<file path="src/rtl/modulo_arbitro_reservatorio_rolhas.sv">
// Cork reservoir owner: prioritised, one-update-per-operation arbiter for consumption, operator load and replenishment.
// Define REPOSICAO_AUTO_EN to build automatic warehouse replenishment; otherwise rep_gnt is tied low.
module modulo_arbitro_reservatorio_rolhas #(
    parameter int WIDTH          = 7,
    parameter int CAP_MAX        = 99,
    parameter int MIN_ROLHAS     = 5,
    parameter int LOTE_REPOSICAO = 20
) (
    input  logic             clk,
    input  logic             Nclr,
    input  logic             enable,
    input  logic             req_ve,
    input  logic             req_op,
    input  logic [WIDTH-1:0] op_qtd,
    input  logic             estoque_disp,
    output logic [WIDTH-1:0] rolhas,
    output logic             min_r,
    output logic             ve_gnt,
    output logic             op_gnt,
    output logic             rep_gnt,
    output logic             erro_falta,
    output logic             erro_excesso,
    output logic             ocupado
);

    localparam logic [1:0] S_IDLE      = 2'd0;
    localparam logic [1:0] S_CONSUMO   = 2'd1;
    localparam logic [1:0] S_CARGA_OP  = 2'd2;
    localparam logic [1:0] S_REPOSICAO = 2'd3;

    logic [1:0]       r_estado;
    logic             r_p_ve;
    logic             r_p_op;
    logic             r_p_rep;
    logic [WIDTH-1:0] r_qtd_op;
    logic [WIDTH-1:0] r_rolhas;

    logic             w_vazio;
    logic             w_rep_set;
    logic             w_soma_sat;
    logic [WIDTH-1:0] w_parcela;
    logic [WIDTH:0]   w_soma;

    assign w_vazio    = (r_rolhas == '0);
    assign min_r      = (r_rolhas < WIDTH'(MIN_ROLHAS));
    assign w_parcela  = (r_estado == S_REPOSICAO) ? WIDTH'(LOTE_REPOSICAO) : r_qtd_op;
    // One bit wider so the clip test sees the true sum before truncation.
    assign w_soma     = {1'b0, r_rolhas} + {1'b0, w_parcela};
    assign w_soma_sat = (w_soma > (WIDTH+1)'(CAP_MAX));

`ifdef REPOSICAO_AUTO_EN
    assign w_rep_set = min_r & estoque_disp & enable & ~r_p_rep & (r_estado != S_REPOSICAO);
    assign rep_gnt   = (r_estado == S_REPOSICAO);
`else
    // estoque_disp stays on the port for pin compatibility but has no effect here.
    assign w_rep_set = 1'b0 & estoque_disp;
    assign rep_gnt   = 1'b0;
`endif

    always_ff @(posedge clk or negedge Nclr) begin
        if (!Nclr) begin
            r_p_ve  <= 1'b0;
            r_p_op  <= 1'b0;
            r_p_rep <= 1'b0;
        end else if (!enable) begin
            r_p_ve  <= 1'b0;
            r_p_op  <= 1'b0;
            r_p_rep <= 1'b0;
        end else begin
            if (r_estado == S_CONSUMO)        r_p_ve  <= 1'b0;
            else if (req_ve)                  r_p_ve  <= 1'b1;
            if (r_estado == S_CARGA_OP)       r_p_op  <= 1'b0;
            else if (req_op)                  r_p_op  <= 1'b1;
            if (r_estado == S_REPOSICAO)      r_p_rep <= 1'b0;
            else if (w_rep_set)               r_p_rep <= 1'b1;
        end
    end

    // Quantity is captured only when the operator request is accepted.
    always_ff @(posedge clk) begin
        if (enable && req_op && !r_p_op)
            r_qtd_op <= op_qtd;
    end

    always_ff @(posedge clk or negedge Nclr) begin
        if (!Nclr) begin
            r_estado <= S_IDLE;
        end else begin
            case (r_estado)
                S_IDLE: begin
                    if (enable) begin
                        if (r_p_ve)       r_estado <= S_CONSUMO;
                        else if (r_p_rep) r_estado <= S_REPOSICAO;
                        else if (r_p_op)  r_estado <= S_CARGA_OP;
                    end
                end
                default: r_estado <= S_IDLE;
            endcase
        end
    end

    always_ff @(posedge clk or negedge Nclr) begin
        if (!Nclr) begin
            r_rolhas <= '0;
        end else begin
            case (r_estado)
                S_CONSUMO: begin
                    if (!w_vazio)
                        r_rolhas <= r_rolhas - 1'b1;
                end
                S_CARGA_OP, S_REPOSICAO: begin
                    r_rolhas <= w_soma_sat ? WIDTH'(CAP_MAX) : w_soma[WIDTH-1:0];
                end
                default: ;
            endcase
        end
    end

    assign rolhas       = r_rolhas;
    assign ve_gnt       = (r_estado == S_CONSUMO) & ~w_vazio;
    assign erro_falta   = (r_estado == S_CONSUMO) & w_vazio;
    assign op_gnt       = (r_estado == S_CARGA_OP);
    assign erro_excesso = ((r_estado == S_CARGA_OP) | (r_estado == S_REPOSICAO)) & w_soma_sat;
    assign ocupado      = (r_estado != S_IDLE);

endmodule

</file>
<file path="config.mk">
export PLATFORM = sky130hd
export DESIGN_NAME = modulo_arbitro_reservatorio_rolhas
export DESIGN_NICKNAME = d
export VERILOG_FILES = /design/src/rtl/modulo_arbitro_reservatorio_rolhas.sv
export SDC_FILE = /design/constraint.sdc
export NUM_CORES = 1
export LEC_CHECK = 0
export CAP_MARGIN = 20
export CORE_MARGIN = 1.5
export CORE_UTILIZATION = 45
export DETAILED_ROUTE_END_ITERATION = 6
export HOLD_SLACK_MARGIN = 0.08
export PLACE_DENSITY = 0.7
export SLEW_MARGIN = 25
export SYNTH_ARGS = -nofsm -noshare
export SYNTH_HDL_FRONTEND = slang
export SYNTH_SLANG_ARGS = --single-unit
</file>
<file path="constraint.sdc">
create_clock -name clk -period 3.78 [get_ports clk]
set_input_delay 1.134 -clock clk [delete_from_list [all_inputs] [get_ports clk]]
set_output_delay 1.134 -clock clk [all_outputs]
set_load 0.01 [all_outputs]
</file>
==> results of run 1 <==
## stage by stage
stage / cell area (um^2) / std cells
after detailed placement: 1590 / 192
after global placement: 1590 / 192
after CTS: 1650 / 197
final: 1670 / 198
after global routing: 1670 / 198
after floorplan: 1270 / 133
## synth_stat cells, drive strengths merged, types with 3 or more instances
master / count / area share (%)
inv: 9 / 2.7
o21ai: 8 / 3.1
dfrtp: 11 / 22
ha: 8 / 7.9
and2: 5 / 2.5
nor2b: 3 / 2.1
o31ai: 3 / 1.8
or2: 3 / 1.5
nor3: 4 / 1.6
a21oi: 5 / 2.0
edfxtp: 7 / 17
xnor2: 4 / 2.8
nor2: 14 / 4.1
nand2b: 4 / 2.0
nand2: 9 / 2.7
## power by group
part | internal (uW) | switching (uW)
Sequential | 245 | 59.7
Clock | 38.3 | 60.3
Combinational | 372 | 352
Total | 655 | 472
## flip-flops by register name, summed over array words and instances, names as in the netlist
signal / cells
r_qtd_op: 7
rolhas: 7
r_estado: 2
r_p_op: 1
r_p_ve: 1
## critical path: stages, from the launching register on
cell and delay (ps):
dfrtp_1 400, nand2_2 110, and2_4 160, ha_4 130, inv_2 40, fa_2 390
nor2b_4 150, o311a_1 200, a211oi_2 70, a311oi_2 280, o21a_1 170, buf_2 120
## worst paths after layout
kind | to | startpoint
setup / recovery | erro_excesso | r_estado[1]
hold / removal | r_estado[0] | r_p_ve
setup reg to reg | rolhas[1] | r_estado[1]
hold reg to reg | r_estado[0] | r_p_ve
max in group asynchronous | r_estado[0] | Nclr
min in group asynchronous | rolhas[4] | Nclr
## cell type report
class | instances | area (um^2) | share of cell area (%)
multi-input combinational | 103 | 785 | 46.9
sequential | 18 | 485 | 29.0
timing repair buffer | 33 | 303 | 18.1
tap | 31 | 38.8 | 2.32
inverter | 9 | 33.8 | 2.02
clock buffer | 3 | 22.5 | 1.35
clock inverter | 1 | 3.75 | 0.225
## kinds of logic (layout without fill, tap and decap cells)
kind of cell	Yosys count	in the layout	share of synthesized area (%)
muxes	2	2	1.67
and+or+nand+nor	53	53	22.8
xor gates and xnor gates	6	6	4.13
other	1	1	0.295
AOI/OAI and AO/OA	32	32	19.4
adders and majority gates	9	9	9.45
buffers and inverters	12	46	4.04
DFF	18	18	38.2
## per-layer routing
metal | share of wire (%) | GRT usage [%] | up-vias
met1 | 45 | 21.8 | 515
met2 | 49 | 29.4 | 26
met4 | 1.5 | 5.10 | 0
li1 | - | - | 549
met5 | 0 | 0 | -
met3 | 4.1 | 3.49 | 6
## what timing repair did
action                     in CTS  in global routing
resized for setup               7                  7
setup endpoints to repair       1                  1
pin swaps                       1                  6
setup buffers                   1                  1
==> results.sh, run 1 <==
export IMPL_die_y_um=56.2
export IMPL_fin_hold_ws_ps=542
export IMPL_placementRows=19
export IMPL_vdd_drop_max_uv=467
export IMPL_worst_slack_ps=134
export IMPL_hp_class="flip-flop to flip-flop"
export IMPL_ctsRootBufferMaster="clkbuf_4"
export IMPL_startpoint_type="flip-flop"
export IMPL_fmax_mhz=274
export IMPL_layout_area_overhead_vs_synth_pct=31.5
export IMPL_r2r_setup_slack_ps=1300
export IMPL_rsz0062_at_grt="no"
export IMPL_synth_fp_nets=155
export IMPL_gp_congestion=0.932
export IMPL_setup_violations=0
export IMPL_arrival_ps=2510
export IMPL_core_area_mm2=0.00271
export IMPL_vias=1096
export IMPL_place_hpwl_um=2130
export IMPL_first_global_vias=999
export IMPL_cp_max_fo=5
export IMPL_fin_skew_ps=6.25
export IMPL_cts_tree="built"
export IMPL_ios=27
export IMPL_ant_nets=0
export IMPL_cap_violations=0
export IMPL_dp_slack_ps=39.2
export IMPL_insertedDiodeCount=0
export IMPL_gr_total_overflow=0
export IMPL_status="finished, final reports clean"
export IMPL_first_pass_iters=4
export IMPL_powerDensity_mw_per_mm2=674
export IMPL_slew_viol_final=0
export IMPL_clk_transition_reported_paths_ps=100
export IMPL_grt_pass1_wl_um=4280
export IMPL_relSlewSlack_pct=62.4
export IMPL_syn_inst=133
export IMPL_ys_types=49
export IMPL_cts_hold_buf=0
export IMPL_die_x_um=56.2
export IMPL_initial_core_util_pct=46.9
export IMPL_final_cell_mix="clkdlybuf4s50_1, nor2_1, dfrtp_1, buf_4"
export IMPL_postRouteWirelength_um=2700
export IMPL_worstPathRequired_ps=2650
export IMPL_antenna_found_initial=0
export IMPL_critPathCaptureType="output pin"
export IMPL_drive_gt1_share_pct=18.0
export IMPL_clock_sinks=18
export IMPL_htreeDepth=1
export IMPL_finalHoldViolCount=0
export IMPL_synth_edf_count=7
export IMPL_layout_commonest_cell="clkdlybuf4s50_1"
export IMPL_tns_ps=0
export IMPL_seq_area_frac_synth_pct=38.2
export IMPL_ys_ff_latch=18
export IMPL_ys_flop_type="dfrtp_1"
export IMPL_avgSynthCellArea_um2=9.56
export IMPL_p_leak_uw=0.000692
export IMPL_grt_max_degree=12
export IMPL_synth_cell_area_mm2=0.00127
export IMPL_ys_warn_count=0
export IMPL_nets=190
export IMPL_post_route_util_pct=61.7
export IMPL_async_reset_ff_share_pct=61.1
export IMPL_fill_cells=230
export IMPL_numCtsBuffers=3
export IMPL_timing_final_crit_share_pct=96.5
export IMPL_grt_total_usage_pct=17.2
export IMPL_clock_path_buffers=2
export IMPL_drc=0
export IMPL_min_period_ps=3650
export IMPL_wl_per_cell_um=13.7
export IMPL_die_area_mm2=0.00315
export IMPL_finalPower_uw=1130
export IMPL_crit_type="flip-flop to output pin"
export IMPL_tightest_slew_ps=559
export IMPL_dr_first_iter_drc_count=33
export IMPL_io_buffers=24
export IMPL_clk_latency_ps=290
export IMPL_r2r_cells=11
export IMPL_hold_depth=1
export IMPL_avgViaCountPerCell=5.54
Note: power is estimated with default switching activity, not from simulation.
==> run 2, diff against run 1 <==
--- a/config.mk
+++ b/config.mk
@@ -6,11 +6,12 @@
 export NUM_CORES = 1
 export LEC_CHECK = 0
 export CAP_MARGIN = 20
-export CORE_MARGIN = 1.5
+export CORE_MARGIN = 4
 export CORE_UTILIZATION = 45
 export DETAILED_ROUTE_END_ITERATION = 6
 export HOLD_SLACK_MARGIN = 0.08
 export PLACE_DENSITY = 0.7
+export RECOVER_POWER = 25
 export SLEW_MARGIN = 25
 export SYNTH_ARGS = -nofsm -noshare
 export SYNTH_HDL_FRONTEND = slang
==> constraint.sdc (replaced) <==
create_clock -name clk -period 4.2 [get_ports clk]
set_input_delay 1.26 -clock clk [delete_from_list [all_inputs] [get_ports clk]]
set_output_delay 1.26 -clock clk [all_outputs]
set_load 0.01 [all_outputs]
==> run 2 against run 1 <==
  * Critical path depth unchanged
  * Design area fell by 4.9%
  * Sequential share of layout area grew 1.5 points
  * Core utilization is 3.5 points lower
  * Clock skew increased by 2.4 ps
  * Sequential power shrank 8.2%
  * Power is 15% lower
  * Critical endpoint unchanged
==> results.sh, run 2 (same netlist as run 1, synthesis figures left out) <==
export IMPL_grtUsageMet3_pct=3.14
export IMPL_grt_pass1_wl_um=4410
export IMPL_switching_share_pct=42.8
export IMPL_worstPathRequired_ps=2940
export IMPL_clock_sinks=18
export IMPL_first_global_vias=1009
export IMPL_clk_transition_reported_paths_ps=100
export IMPL_intPower_uw=552
export IMPL_grt_max_degree=12
export IMPL_tightest_slew_ps=639
export IMPL_grt_total_usage_pct=15.9
export IMPL_arrival_ps=2700
export IMPL_cts_tree="built"
export IMPL_placementRows=19
export IMPL_post_route_util_pct=58.2
export IMPL_insertedDiodeCount=0
export IMPL_setup_violations=0
export IMPL_gp_congestion=0.888
export IMPL_cap_violations=0
export IMPL_initial_core_util_pct=46.5
export IMPL_startpoint_type="flip-flop"
export IMPL_p_leak_uw=0.000665
export IMPL_ant_nets=0
export IMPL_powerDensity_mw_per_mm2=606
export IMPL_crit_type="flip-flop to output pin"
export IMPL_wl_per_cell_um=14.0
export IMPL_htreeDepth=1
export IMPL_grt_busiest_layer="met2"
export IMPL_layout_area_overhead_vs_synth_pct=25.1
export IMPL_rsz0062_at_grt="no"
export IMPL_final_cell_mix="nor2_1, clkdlybuf4s50_1, dfrtp_1, inv_1, dlygate4sd3_1"
export IMPL_pwr_share_seq_pct=28.9
export IMPL_clkPwrFrac_pct=9.5
export IMPL_dr_first_iter_drc_count=60
export IMPL_io_buffers=24
export IMPL_p_comb_share_pct=61.6
export IMPL_ios=27
export IMPL_die_y_um=61.2
export IMPL_drive_gt1_share_pct=11.2
export IMPL_gr_total_overflow=0
export IMPL_antenna_found_initial=0
export IMPL_status="finished, final reports clean"
export IMPL_vias=1070
export IMPL_fmax_mhz=252
export IMPL_seqCellArea_um2=485
export IMPL_core_area_mm2=0.00273
export IMPL_drc=0
export IMPL_die_x_um=61.2
export IMPL_fin_cells=192
export IMPL_clk_latency_ps=290
export IMPL_clock_path_buffers=2
export IMPL_fill_cells=261
export IMPL_vdd_drop_max_uv=420
export IMPL_nets=184
export IMPL_dp_cells=187
export IMPL_fin_skew_ps=8.69
export IMPL_relSlewSlack_pct=57.0
export IMPL_first_pass_iters=4
export IMPL_avgViaCountPerCell=5.57
export IMPL_grtUsageMet1_pct=19.5
export IMPL_hp_class="flip-flop to flip-flop"
export IMPL_gr_usage_met2_pct=27.9
export IMPL_min_period_ps=3960
export IMPL_tns_ps=0
export IMPL_die_area_mm2=0.00374
export IMPL_postRouteWirelength_um=2690
export IMPL_switching_power_uw=412
export IMPL_finalHoldViolCount=0
export IMPL_cp_max_fo=7
export IMPL_critPathCaptureType="output pin"
export IMPL_place_hpwl_um=2210
export IMPL_multi_input_area_um2=744
export IMPL_slew_viol_final=0
export IMPL_numCtsBuffers=3
export IMPL_timing_final_crit_share_pct=94.4
export IMPL_ctsRootBufferMaster="clkbuf_4"
-- run 2: cell count changes in the layout (fill, tap and decap cells not counted), moves of 3 or more --
| cell | delta |
|---|---|
| ha_1 | +3 |
| clkdlybuf4s50_1 | -9 |
| dlygate4sd3_1 | +9 |
| ha_4 | -3 |
| buf_4 | -6 |
-- run 2: what timing repair did --
action / in CTS / in global routing
endpoints found under the setup margin: 1 / 0
setup buffers: 1 / 0
hold buffers: 0 / 0
resized for setup: 4 / 0
-- run 2: path summary, 6_finish.rpt --
check	from	to	slack, ps	cells past startpoint
max in group asynchronous	Nclr	rolhas[4]	2480	1
min in group asynchronous	Nclr	rolhas[3]	1370	1
worst max-delay path	r_estado[0]	erro_excesso	240	11
worst max register to register	r_estado[0]	rolhas[0]	1660	11
worst min register to register	r_p_ve	r_estado[0]	540	1
worst min-delay path	r_p_ve	r_estado[0]	540	1
-- run 2: power groups by stage --
stage               registers, uW  logic (uW)  clock network, uW
finish                        279         594               91.1
global route                  289         660                102
CTS                           279         596               92.4
detailed placement            283         574                  0
global placement              280         561                  0
floorplan                     282         397                  0
-- run 2: critical path: stages (launching register included) --
cell and delay (ps):
dfrtp_1 400, nand2_2 130, and2_1 150, ha_1 180
inv_1 60, fa_2 370, nor2b_4 160, o311a_1 180
a211oi_2 70, a311oi_2 300, o21a_1 150, dlygate4sd2_1 260
-- run 2: metrics by stage --
step / power, uW / hold WS (ps) / worst slack [ps] / area, um^2
3_5_place_dp: 856 / 507 / 70.1 / 1550
3_3_place_gp: 841 / 498 / 140 / 1550
5_1_grt: 1050 / 564 / 53.4 / 1590
4_1_cts: 968 / 529 / 244 / 1590
6_report: 964 / 539 / 235 / 1590
2_1_floorplan: 679 / 487 / 683 / 1270
-- run 2: final cells by class --
cell class	instances	share of cell area [%]
well taps	31	2.44
flip-flops and latches	18	30.5
repair buffers	27	16.4
multi-input cells	103	46.8
inverters	9	2.12
clock buffers	4	1.65
-- run 2: metal layers --
layer  routed length, um  vias up
met5                   0        -
li1                    -      539
met2                1320       29
met4                  43        0
met3                 151        6
met1                1170      496
==> run 3, diff against run 2 <==
--- a/config.mk
+++ b/config.mk
@@ -7,10 +7,11 @@
 export LEC_CHECK = 0
 export CAP_MARGIN = 20
 export CORE_MARGIN = 4
-export CORE_UTILIZATION = 45
+export CORE_UTILIZATION = 51
 export DETAILED_ROUTE_END_ITERATION = 6
+export GPL_ROUTABILITY_DRIVEN = 0
 export HOLD_SLACK_MARGIN = 0.08
-export PLACE_DENSITY = 0.7
+export PLACE_DENSITY = 0.78
 export RECOVER_POWER = 25
 export SLEW_MARGIN = 25
 export SYNTH_ARGS = -nofsm -noshare
==> run 3 against run 2 <==
  * Fmax rose by 2.7%
  * Clock power grew 21%
  * Critical path depth is the same
  * Clock-buffer cell count unchanged
  * Via count increased by 2.4%
  * Register-to-register slack worse by 130 ps
  * Design area increased by 1.1%
  * Core utilization up 12 points
  * Global-route usage grew 1.3 points
  * First-iteration DRC count decreased by 65%
  * Critical path type unchanged
  * Critical endpoint unchanged
  * Largest power group unchanged
==> results.sh, run 3 (same netlist as run 1, synthesis figures left out) <==
export IMPL_fmax_mhz=259
export IMPL_r2r_start="r_estado[0]"
export IMPL_numCtsBuffers=3
export IMPL_min_period_ps=3860
export IMPL_powerDensity_mw_per_mm2=629
export IMPL_hp_class="flip-flop to flip-flop"
export IMPL_clock_path_buffers=2
export IMPL_vias=1096
export IMPL_slew_viol_final=0
export IMPL_initial_core_util_pct=55.3
export IMPL_finalHoldViolCount=0
export IMPL_final_cell_mix="clkdlybuf4s50_1, nor2_1, dfrtp_1, inv_1"
export IMPL_grt_total_usage_pct=17.1
export IMPL_critPathCaptureType="output pin"
export IMPL_grt_max_degree=12
export IMPL_fin_skew_ps=7.64
export IMPL_antenna_found_initial=0
export IMPL_tightest_slew_ps=569
export IMPL_rsz0062_at_grt="no"
export IMPL_cap_violations=0
export IMPL_vdd_drop_max_uv=328
export IMPL_wl_per_cell_um=14.6
export IMPL_cp_max_fo=7
export IMPL_die_x_um=57.9
export IMPL_first_global_vias=1012
export IMPL_dr_first_iter_drc_count=21
export IMPL_worst_slack_ps=338
export IMPL_drive_gt1_share_pct=12.3
export IMPL_grt_pass1_wl_um=4450
export IMPL_crit_chain="nand2_2, and2_1, ha_1, inv_1, fa_2, nor2b_4, o311a_1, a211oi_2, a311oi_2, o21a_1, dlymetal6s2s_1"
export IMPL_insertedDiodeCount=0
export IMPL_setup_violations=0
export IMPL_tns_ps=0
export IMPL_io_buffers=24
export IMPL_status="finished, final reports clean"
export IMPL_hold_depth=1
export IMPL_cts_hold_buf=0
export IMPL_dp_slack_ps=276
export IMPL_die_y_um=57.9
export IMPL_startpoint_type="flip-flop"
export IMPL_crit_type="flip-flop to output pin"
export IMPL_arrival_ps=2600
export IMPL_r2r_end="rolhas[0]"
export IMPL_drc=0
export IMPL_avgViaCountPerCell=5.77
export IMPL_ant_nets=0
export IMPL_clk_transition_reported_paths_ps=100
export IMPL_first_pass_iters=7
export IMPL_gr_total_overflow=0
export IMPL_clock_sinks=18
export IMPL_relSlewSlack_pct=61.7
export IMPL_crit_path_top_delay_cell="dfrtp_1"
export IMPL_core_area_mm2=0.00230
export IMPL_layout_area_overhead_vs_synth_pct=26.5
export IMPL_ctsRootBufferMaster="clkbuf_4"
export IMPL_slowest_delay_ps=370
export IMPL_place_hpwl_um=2180
export IMPL_p_leak_uw=0.000689
export IMPL_cts_tree="built"
export IMPL_htreeDepth=1
export IMPL_postRouteWirelength_um=2780
export IMPL_die_area_mm2=0.00336
export IMPL_layout_commonest_cell="clkdlybuf4s50_1"
export IMPL_fill_cells=178
export IMPL_placementRows=17
export IMPL_clk_latency_ps=310
export IMPL_nets=185
export IMPL_r2r_cells=12
export IMPL_r2r_setup_slack_ps=1530
export IMPL_hp_start="r_p_ve"
export IMPL_worstPathRequired_ps=2940
export IMPL_whs_endpoint="r_estado[0]"
export IMPL_timing_final_crit_share_pct=91.9
export IMPL_ios=27
-- run 3: cell count changes in the layout (fill, tap and decap cells not counted), sizes merged --
cell / delta
clkdlybuf4s50: +1
dlymetal6s2s: +1
dlygate4sd3: -1
dlygate4sd2: -1
buf: +1
-- run 3: repair_timing --
action	4_1_cts	5_1_grt
setup endpoints to repair	1	1
endpoints found under the hold margin	0	0
setup buffers	0	1
gates resized for setup	3	1
pin swaps	0	1
-- run 3: worst max path at each step --
stage / cells after the start / endpoint / start / slack [ps]
floorplan: 11 / erro_excesso / r_estado[0] / 680
global placement: 11 / erro_excesso / r_estado[0] / 300
detailed placement: 11 / erro_excesso / r_estado[0] / 280
CTS: 11 / erro_excesso / r_estado[0] / 30
global route: 11 / erro_excesso / r_estado[1] / 160
finish: 11 / erro_excesso / r_estado[0] / 340
-- run 3: cell type report --
cell class                 instances  area, um^2  share of cell area [%]
clock buffer                       4        36.3                    2.26
inverter                           9        33.8                    2.10
multi-input combinational        103         744                    46.3
sequential                        18         485                    30.2
tap                               28        35.0                    2.18
timing repair buffer              28         273                    17.0
-- run 3: stage by stage --
step	power [uW]	std cells	cell area (um^2)	hold WS [ps]	util, %
floorplan	679	133	1270	487	-
global placement	849	185	1550	499	67.5
detailed placement	874	185	1550	522	67.5
CTS	993	189	1600	545	69.6
global route	1080	190	1610	584	70.0
finish	1010	190	1610	542	70.0
-- run 3: critical path, delay by kind of cell, from the launching register on --
family	cells	cell delay [ps]
flip-flops	1	370
adder cells (fa/ha/maj)	2	430
AO/OA/AOI/OAI	4	920
buffers and inverters	2	240
AND/OR/NAND/NOR	3	330
-- run 3: layer usage --
metal | wire (um) | track usage [%]
met1 | 1150 | 19.9
met2 | 1450 | 31.6
met3 | 144 | 2.67
met4 | 35 | 5.96
met5 | 0 | 0
-- run 3: power breakdown --
group	leakage [uW]	internal, uW	switching, uW
clock	0.0000210	53.0	57.4
combinational	0.000467	308	313
sequential	0.000201	220	58.8
